==> config.mk <==
export PLATFORM = sky130hd
export DESIGN_NAME = hazard_stall_unit
export DESIGN_NICKNAME = d
export VERILOG_FILES = /design/src/rtl/hazard_stall_unit.sv
export SDC_FILE = /design/constraint.sdc
export NUM_CORES = 1
export LEC_CHECK = 0
export ABC_AREA = 1
export CORE_MARGIN = 5
export CORE_UTILIZATION = 30
export CTS_CLUSTER_DIAMETER = 80
export CTS_CLUSTER_SIZE = 20
export DETAILED_ROUTE_END_ITERATION = 10
export PLACE_DENSITY = 0.64
export SKIP_CTS_REPAIR_TIMING = 1
export SYNTH_ARGS = -nofsm -noshare
export SYNTH_HDL_FRONTEND = slang
export SYNTH_SLANG_ARGS = --single-unit
export TNS_END_PERCENT = 1
==> constraint.sdc <==
create_clock -name clk -period 1.6 [get_ports clk]
set_input_delay 0.24 -clock clk [delete_from_list [all_inputs] [get_ports clk]]
set_output_delay 0.24 -clock clk [all_outputs]
set_load 0.03 [all_outputs]
==> src/rtl/hazard_stall_unit.sv <==
// Stall/flush controller for the 5-stage MIPS pipeline: load-use interlock, taken-branch flush,
// variable-latency data-memory freeze with timeout watchdog and saturating performance counters.
module hazard_stall_unit #(
    parameter int MEM_TIMEOUT = 64,
    parameter int CNT_W       = 16
) (
    input  logic             clk,
    input  logic             reset,
    input  logic [4:0]       if_id_instr_rs,
    input  logic [4:0]       if_id_instr_rt,
    input  logic             if_id_uses_rt,
    input  logic             id_ex_mem_read,
    input  logic [4:0]       id_ex_write_reg_addr,
    input  logic             branch_taken,
    input  logic             dmem_req,
    input  logic             dmem_ready,
    output logic             pc_write,
    output logic             if_id_write,
    output logic             if_id_flush,
    output logic             id_ex_write,
    output logic             id_ex_bubble,
    output logic             ex_mem_write,
    output logic             mem_wb_bubble,
    output logic             mem_waiting,
    output logic             mem_timeout_err,
    output logic [CNT_W-1:0] stall_cycles,
    output logic [CNT_W-1:0] flush_count
);

    typedef enum logic {
        RUN  = 1'b0,
        WAIT = 1'b1
    } state_t;

    localparam int WCNT_W = $clog2(MEM_TIMEOUT + 1);
    localparam logic [WCNT_W-1:0] WCNT_LIMIT = WCNT_W'(MEM_TIMEOUT - 1);
    localparam logic [WCNT_W-1:0] WCNT_MAX   = WCNT_W'(MEM_TIMEOUT);

    state_t            state;
    state_t            next_state;
    logic [WCNT_W-1:0] wait_cnt;

    logic freeze;
    logic load_use;
    logic do_flush;
    logic do_load_stall;

    assign freeze   = dmem_req && !dmem_ready;
    assign load_use = id_ex_mem_read && (id_ex_write_reg_addr != 5'd0) &&
                      ((id_ex_write_reg_addr == if_id_instr_rs) ||
                       (if_id_uses_rt && (id_ex_write_reg_addr == if_id_instr_rt)));

    // A freeze holds EX and ID unchanged, so branch and load-use are simply re-evaluated later.
    assign do_flush      = !freeze && branch_taken;
    assign do_load_stall = !freeze && !branch_taken && load_use;

    assign mem_waiting = (state == WAIT);

    always_comb begin
        // NOTE: every output gets a default first so no path through this block infers a latch.
        next_state = state;
        case (state)
            RUN:     if (dmem_req && !dmem_ready) next_state = WAIT;
            WAIT:    if (dmem_ready)              next_state = RUN;
            default: next_state = RUN;
        endcase
    end

    always_comb begin
        pc_write      = 1'b1;
        if_id_write   = 1'b1;
        if_id_flush   = 1'b0;
        id_ex_write   = 1'b1;
        id_ex_bubble  = 1'b0;
        ex_mem_write  = 1'b1;
        mem_wb_bubble = 1'b0;
        if (reset) begin
            pc_write      = 1'b0;
            if_id_write   = 1'b0;
            id_ex_write   = 1'b0;
            id_ex_bubble  = 1'b1;
            ex_mem_write  = 1'b0;
            mem_wb_bubble = 1'b1;
        end else if (freeze) begin
            pc_write      = 1'b0;
            if_id_write   = 1'b0;
            id_ex_write   = 1'b0;
            ex_mem_write  = 1'b0;
            mem_wb_bubble = 1'b1;
        end else if (do_flush) begin
            if_id_flush  = 1'b1;
            id_ex_bubble = 1'b1;
            pc_write     = 1'b1;
        end else if (do_load_stall) begin
            pc_write     = 1'b0;
            if_id_write  = 1'b0;
            id_ex_bubble = 1'b1;
        end
    end

    // NOTE: sequential state uses non-blocking assignments so every register samples pre-edge values.
    always_ff @(posedge clk or posedge reset) begin
        if (reset) begin
            state           <= RUN;
            wait_cnt        <= '0;
            mem_timeout_err <= 1'b0;
        end else begin
            state <= next_state;
            if (next_state == WAIT) begin
                if (state == RUN)
                    wait_cnt <= WCNT_W'(1);
                else if (wait_cnt != WCNT_MAX)
                    wait_cnt <= wait_cnt + 1'b1;
            end else begin
                wait_cnt <= '0;
            end
            // Error is sticky; the freeze itself is unaffected by it.
            if ((state == WAIT) && !dmem_ready && (wait_cnt >= WCNT_LIMIT))
                mem_timeout_err <= 1'b1;
        end
    end

    always_ff @(posedge clk or posedge reset) begin
        if (reset) begin
            stall_cycles <= '0;
            flush_count  <= '0;
        end else begin
            if ((freeze || do_load_stall) && (stall_cycles != {CNT_W{1'b1}}))
                stall_cycles <= stall_cycles + 1'b1;
            if (do_flush && (flush_count != {CNT_W{1'b1}}))
                flush_count <= flush_count + 1'b1;
        end
    end

endmodule

==> results of run 1 <==
## layer usage
layer  vias to the layer above  share of wire [%]  track usage, %
met5                         -                  0               0
met4                         0               0.77            2.83
li1                       1254                  -               -
met1                      1135                 46            15.3
met2                        65                 46            20.4
met3                         6                7.4            2.91
## worst paths after layout
check,start,end,slack [ns],depth (start not counted)
worst max-delay path,if_id_instr_rs[0],pc_write,-0.1,11
min in group asynchronous,reset,stall_cycles[0],0.64,4
worst min register to register,mem_timeout_err,mem_timeout_err,0.48,1
worst max register to register,stall_cycles[0],stall_cycles[7],0,10
worst min-delay path,mem_timeout_err,mem_timeout_err,0.48,1
max in group asynchronous,reset,flush_count[1],0.59,4
## final cells by class
cell class,instances,area (µm²)
clock buffers,5,68.8
flip-flops and latches,41,1030
fillers,825,4610
clock inverters,3,17.5
repair buffers,83,912
well taps,105,131
multi-input cells,251,1330
inverters,55,210
## logic make-up (layout without fill, tap and decap cells)
group	Yosys count	in the layout	share of synthesized area, %
buf+inv	62	146	10.8
flops	41	41	39.8
xor+xnor	26	26	9.14
compound gates	14	14	2.91
simple gates	207	207	35.4
fa+ha+maj	4	4	1.94
## stage by stage
| stage | worst slack, ns | power (mW) | cells | TNS, ns |
|---|---|---|---|---|
| 6_report | -0.0978 | 3.31 | 543 | -0.268 |
| 4_1_cts | -0.286 | 3.35 | 542 | -3.16 |
| 3_3_place_gp | -0.241 | 2.64 | 534 | -5.83 |
| 5_1_grt | -0.192 | 3.53 | 543 | -1.97 |
| 2_1_floorplan | -0.202 | 2.06 | 354 | -1.48 |
| 3_5_place_dp | -0.277 | 2.66 | 534 | -6.82 |
## Yosys cell counts, types with 4 or more instances
library cell  instances
buf_6                 5
dfrtp_1              41
ha_1                  4
inv_1                51
inv_2                 4
nand2_1             112
nand2_2               4
nand3_1              34
nand4_1               4
nor2_1               29
nor3_1               14
o21ai_0               9
xnor2_1               8
xor2_1               17
## flip-flops by register name, indices dropped and copies added, names as in the netlist
signal,cells
flush_count,16
stall_cycles,16
wait_cnt,7
mem_timeout_err,1
mem_waiting,1
## power by group
part / internal (mW) / switching (mW)
Clock: 0.302 / 0.372
Sequential: 1.18 / 0.165
Combinational: 0.554 / 0.739
Total: 2.04 / 1.28
==> flow_summary.ini, run 1 <==
[yosys]
async_reset_ff_share_pct = 100
ys.flop_type = dfrtp_1
ys_ff_latch = 41
synth_top_area_share_pct = 39.8
synth-seq-area-share_pct = 39.8
yosysTopAreaCell = dfrtp_1
synth.area.top_cells = dfrtp_1 (40%), nand2_1 (16%), inv_1 (7.4%), nand3_1 (6.6%), xor2_1 (5.8%)
synth_edf_count = 0
synth_cell_types = 25
avgSynthCellArea_um2 = 7.27
synth_area_um2 = 2570
netlist_instances = 354
synth_fp_nets = 380
yosysWarningCount = 0

[die]
core_um2 = 8300
die_y_um = 103
die_w_um = 103
dieArea_um2 = 10500
top_level_ports = 63
rows = 33
start_util_pct = 31.0

[status]
status = finished, violations left
failed_checks = negative setup slack

[layout]
antenna_cells = 0
final_common_cell = nand2_1
final_util_pct = 44.5
nNetsFinal = 463
fin_area_um2 = 3690
layout-drive-gt1-share_pct = 14.6
mostFrequentLayoutCells = nand2_1 (111), inv_1 (48), dlymetal6s2s_1 (45)
area_growth_pct = 43.4

[clocking]
cts_tree = done
root_buffer = clkbuf_8
clk_path_buf_depth = 2
clk_latency_ns = 0.29
clock_sinks = 41
h-tree-depth = 2
clkTransAtPathRegs_ns = 0.08
cts_inserted_buffers = 5

[sta]
fmax_mhz = 589
worst_pin_slew_ns = 0.535
whs_ns = 0.480
skew_ns = 0.0106
grt_setup_unrepaired = yes
final.min_clock_period_ns = 1.70
hold_viol = 0
layout_setup_ws_ns = -0.0978
fin_crit_sh_pct = 106
slew_headroom_pct = 64.3
slew_viol_final = 0
setup_violations = 4

[global_route]
grt_max_degree = 42
grt-ovfl-total = 0
grtUsageTotal_pct = 12.0
grt_pass1_vias = 2377
antenna_found_initial = 0
grt_pass1_wl_um = 10400

[worst_setup_path]
crit_arrival_ns = 1.46
crit_buf_inv = 3
endpoint_kind = output pin
cp_common_cell = nand2_1
cp-start-kind = input pin
path_cells = clkdlybuf4s50_1, inv_1, nand2_1, nand2_1, nor2_1, nand3_1, nand2_1, nand2_2, nand2_2, nor2_4, buf_6
critical_path.top_delay_family = buffers and inverters
cp_max_fo = 2
worstPathRequired_ns = 1.36
critPathSlowestCell = clkdlybuf4s50_1
cpPeakStageDelay_ns = 0.48
criticalPathCategory = input pin to output pin

[routing]
drt-initial-drc-count = 83
num_vias = 2460
drc = 0
drt_first_pass_iters = 4
ant_nets = 0
wl_um = 6360
wl_per_cell_um = 11.7
avgViaCountPerCell = 4.53

[place]
io_buffers = 62
placed_area_um2 = 3420
gp_congestion = 0.826
dp_hpwl_um = 4830

[power_and_ir_drop]
power.density_nw_per_um2 = 897
ir_drop_uv = 953
power.leakage_nw = 2.28

[worst_hold_path]
hp-class = register to register

[run]
max-cap-violations = 0
Note: power is estimated with default switching activity, not from simulation.
==> run 2: changes to the inputs <==
- MAX_ROUTING_LAYER: default -> met4
- SLEW_MARGIN: default -> 0
==> flow_summary.ini, run 2 (synthesis gave the netlist of run 1 again) <==
[status]
status = finished, violations left
failed_checks = negative setup slack

[sta]
slew_headroom_pct = 64.2
layout_setup_ws_ns = -0.0978
hold_viol = 0
setup_violations = 4
skew_ns = 0.0102
slew_viol_final = 0
worst_pin_slew_ns = 0.537
fin_crit_sh_pct = 106
fmax_mhz = 589
grt_setup_unrepaired = yes
final.min_clock_period_ns = 1.70

[layout]
reg_top3 = flush_count: 16 flops, stall_cycles: 16 flops, wait_cnt: 7 flops
area_growth_pct = 43.4
mostFrequentLayoutCells = nand2_1 (111), inv_1 (48), dlymetal6s2s_1 (45)
nNetsFinal = 463
final_common_cell = nand2_1
fin_area_um2 = 3690
antenna_cells = 0
layout-drive-gt1-share_pct = 14.6

[worst_setup_path]
cp_max_fo = 2
cp-start-kind = input pin
cp_common_cell = nand2_1
cpPeakStageDelay_ns = 0.48
critPathSlowestCell = clkdlybuf4s50_1
crit_arrival_ns = 1.46
worstPathRequired_ns = 1.36
path_cells = clkdlybuf4s50_1, inv_1, nand2_1, nand2_1, nor2_1, nand3_1, nand2_1, nand2_2, nand2_2, nor2_4, buf_6
endpoint_kind = output pin
criticalPathCategory = input pin to output pin

[power_and_ir_drop]
ir_drop_uv = 953
power.density_nw_per_um2 = 896
power.leakage_nw = 2.28

[routing]
num_vias = 2453
wl_per_cell_um = 11.7
drc = 0
drt_first_pass_iters = 4
ant_nets = 0
wl_um = 6360
avgViaCountPerCell = 4.52
drt-initial-drc-count = 76

[place]
placed_area_um2 = 3420
dpl_worst_slack_ns = -0.277
dp_hpwl_um = 4830
gp_congestion = 0.839
io_buffers = 62

[clocking]
h-tree-depth = 2
cts_inserted_buffers = 5
clkTransAtPathRegs_ns = 0.08
clk_latency_ns = 0.29
clk_path_buf_depth = 2
clock_sinks = 41
root_buffer = clkbuf_8
cts_tree = done

[global_route]
grt-ovfl-total = 0
antenna_found_initial = 0
grt_max_degree = 42
grt_pass1_vias = 2378
grt_pass1_wl_um = 10400
grtUsageTotal_pct = 12.3

[die]
core_um2 = 8300
top_level_ports = 63
die_w_um = 103
rows = 33
dieArea_um2 = 10500
die_y_um = 103
start_util_pct = 31.0

[worst_hold_path]
hp-class = register to register

[run]
max-cap-violations = 0
## run 2: critical path: cells and delay by family
kind | cells | cell delay [ns]
buffers and inverters | 3 | 0.65
AND/OR/NAND/NOR | 8 | 0.56
## run 2: stage by stage
stage          cells  power [mW]  utilization (%)  TNS [ns]  hold slack [ns]
4_1_cts          542        3.35             42.2     -3.16            0.487
3_5_place_dp     534        2.66             41.2     -6.82            0.467
3_3_place_gp     534        2.64             41.2     -5.83            0.468
2_1_floorplan    354        2.06                -     -1.48            0.230
5_1_grt          543        3.53             44.5     -1.98            0.537
6_report         543        3.31             44.5    -0.268            0.480
## run 2: worst paths after layout
path                                         from               to  slack [ns]  cells past startpoint
min in group asynchronous                   reset  stall_cycles[0]        0.64                      4
worst min register to register    mem_timeout_err  mem_timeout_err        0.48                      1
max in group asynchronous                   reset   flush_count[1]        0.58                      4
worst max-delay path            if_id_instr_rs[0]         pc_write        -0.1                     11
worst max register to register    stall_cycles[0]  stall_cycles[7]           0                     10
worst min-delay path              mem_timeout_err  mem_timeout_err        0.48                      1
## run 2: final cells by class
| cell class | count | area, µm² |
|---|---|---|
| clock buffers | 5 | 68.8 |
| clock inverters | 3 | 17.5 |
| fillers | 825 | 4610 |
| inverters | 55 | 210 |
| multi-input cells | 251 | 1330 |
| flip-flops and latches | 41 | 1030 |
| well taps | 105 | 131 |
| repair buffers | 83 | 912 |
## run 2: metal layers
layer	part of all wire [%]	track usage, %	routed length (µm)	vias to the layer above
li1	-	-	-	1255
met1	46	15.5	2950	1132
met2	46	20.3	2940	64
met3	7.0	2.77	448	2
met4	0.22	2.83	14	0
met5	0	-	0	-
## run 2: power by group
part	internal [mW]	leakage, nW	switching [mW]
registers	1.18	0.535	0.164
logic	0.554	1.70	0.739
clock network	0.302	0.0439	0.370
==> run 3: changes to the inputs <==
- CTS_CLUSTER_DIAMETER: 80 -> 120
- DONT_BUFFER_PORTS: default -> 1
- PLACE_DENSITY: 0.64 -> 0.55
==> flow_summary.ini, run 3 (synthesis gave the netlist of run 1 again) <==
[status]
status = finished, violations left
failed_checks = negative hold slack

[routing]
wl_per_cell_um = 12.1
drt-initial-drc-count = 61
highest-signal-layer = met4
routed-wl-met3_um = 495
met2WireLength_um = 2790
avgViaCountPerCell = 4.49
num_vias = 2269
drt_first_pass_iters = 4
wl_um = 6100
wl_met1_um = 2760
ant_nets = 0
drc = 0

[clocking]
root_buffer = clkbuf_8
h-tree-depth = 2
clk_path_buf_depth = 2
clk_latency_ns = 0.29
cts_tree = done
cts_inserted_buffers = 5
clock_sinks = 41
clkTransAtPathRegs_ns = 0.08

[place]
gp_congestion = 0.865
dp_hpwl_um = 4780
placed_area_um2 = 2980
dp_cells = 497
io_buffers = 0

[worst_hold_path]
hp-class = input pin to asynchronous set/reset pin

[sta]
fin_crit_sh_pct = 96.0
hold_viol = 33
slew_viol_final = 0
whs_ns = -0.0231
fmax_mhz = 651
slew_headroom_pct = 64.5
final.min_clock_period_ns = 1.54
grt_setup_unrepaired = yes
skew_ns = 0.0105
setup_violations = 0
worst_pin_slew_ns = 0.533

[layout]
final_common_cell = nand2_1
layout-drive-gt1-share_pct = 19.0
reg_top3 = flush_count: 16 flops, stall_cycles: 16 flops, wait_cnt: 7 flops
antenna_cells = 0
fin_area_um2 = 3090
mostFrequentLayoutCells = nand2_1 (112), inv_1 (50), buf_4 (45)
instances_no_fill = 505
area_growth_pct = 20.0
fill_cells = 889
nNetsFinal = 425
multi_input_area_um2 = 1300
seqCellArea_um2 = 1030

[global_route]
grt-ovfl-total = 0
grt_pass1_vias = 2265
antenna_found_initial = 0
grt_max_degree = 42
grt_pass1_wl_um = 9980
grtUsageTotal_pct = 12.2

[power_and_ir_drop]
ir_drop_uv = 979
power.density_nw_per_um2 = 1010
power.leakage_nw = 1.57

[die]
core_um2 = 8300
rows = 33
start_util_pct = 31.0
dieArea_um2 = 10500
die_w_um = 103
top_level_ports = 63
die_y_um = 103

[worst_setup_path]
endpoint_kind = register
worstPathRequired_ns = 1.77
criticalPathCategory = register to register
cp_max_fo = 3
cp-start-kind = register
crit_arrival_ns = 1.71

[run]
max-cap-violations = 0
-- run 3: changes by cell type in the layout (fill, tap and decap cells not counted), moves of 3 or more --
cell             before  now
dlymetal6s2s_1       45    0
buf_4                22   45
clkdlybuf4s50_1      11    0
buf_6                 3    0
inv_2                 6    3
-- run 3: power by group --
part           switching, mW  internal (mW)
Clock                  0.369          0.303
Combinational          0.726          0.395
Sequential             0.143           1.18
-- run 3: layout make-up --
class	instances	area share [%]
inverters	55	6.89
repair buffers	45	10.9
clock buffers	6	2.35
multi-input cells	251	42.0
well taps	105	4.25
flip-flops and latches	41	33.2
clock inverters	2	0.324
-- run 3: metrics by stage --
stage / power, mW / setup TNS, ns / util (%) / worst slack, ns
3_3_place_gp: 2.44 / 0 / 35.9 / 0.0438
2_1_floorplan: 2.06 / -1.48 / - / -0.202
5_1_grt: 3.34 / -0.437 / 37.2 / -0.0479
4_1_cts: 3.15 / -0.0220 / 36.9 / -0.0183
3_5_place_dp: 2.45 / -0.00329 / 35.9 / -0.00329
6_report: 3.12 / 0 / 37.2 / 0.0636
-- run 3: metal layers --
layer  global-route usage, %  vias up
met3                    3.52        6
li1                        -     1184
met1                    14.6     1025
met4                    2.72        0
met5                       -        -
met2                    20.4       54
-- run 3: final timing paths --
| path | depth (start not counted) | endpoint | slack [ns] | start |
|---|---|---|---|---|
| max in group asynchronous | 2 | flush_count[9] | 1.25 | reset |
| setup reg to reg | 7 | flush_count[14] | 0.06 | flush_count[0] |
| setup / recovery | 7 | flush_count[14] | 0.06 | flush_count[0] |
| hold / removal | 2 | stall_cycles[13] | -0.02 | reset |
| min in group clk | 3 | wait_cnt[6] | 0.18 | dmem_ready |
| hold reg to reg | 1 | flush_count[10] | 0.55 | flush_count[10] |
-- run 3: critical path, cell delays in order, from the launching register on --
cell and delay, ns:
dfrtp_1 0.38, ha_2 0.21, nand3_2 0.11, nor2_1 0.17, nand4_1 0.10, nor2_1 0.21, nand2_1 0.10, xor2_1 0.15
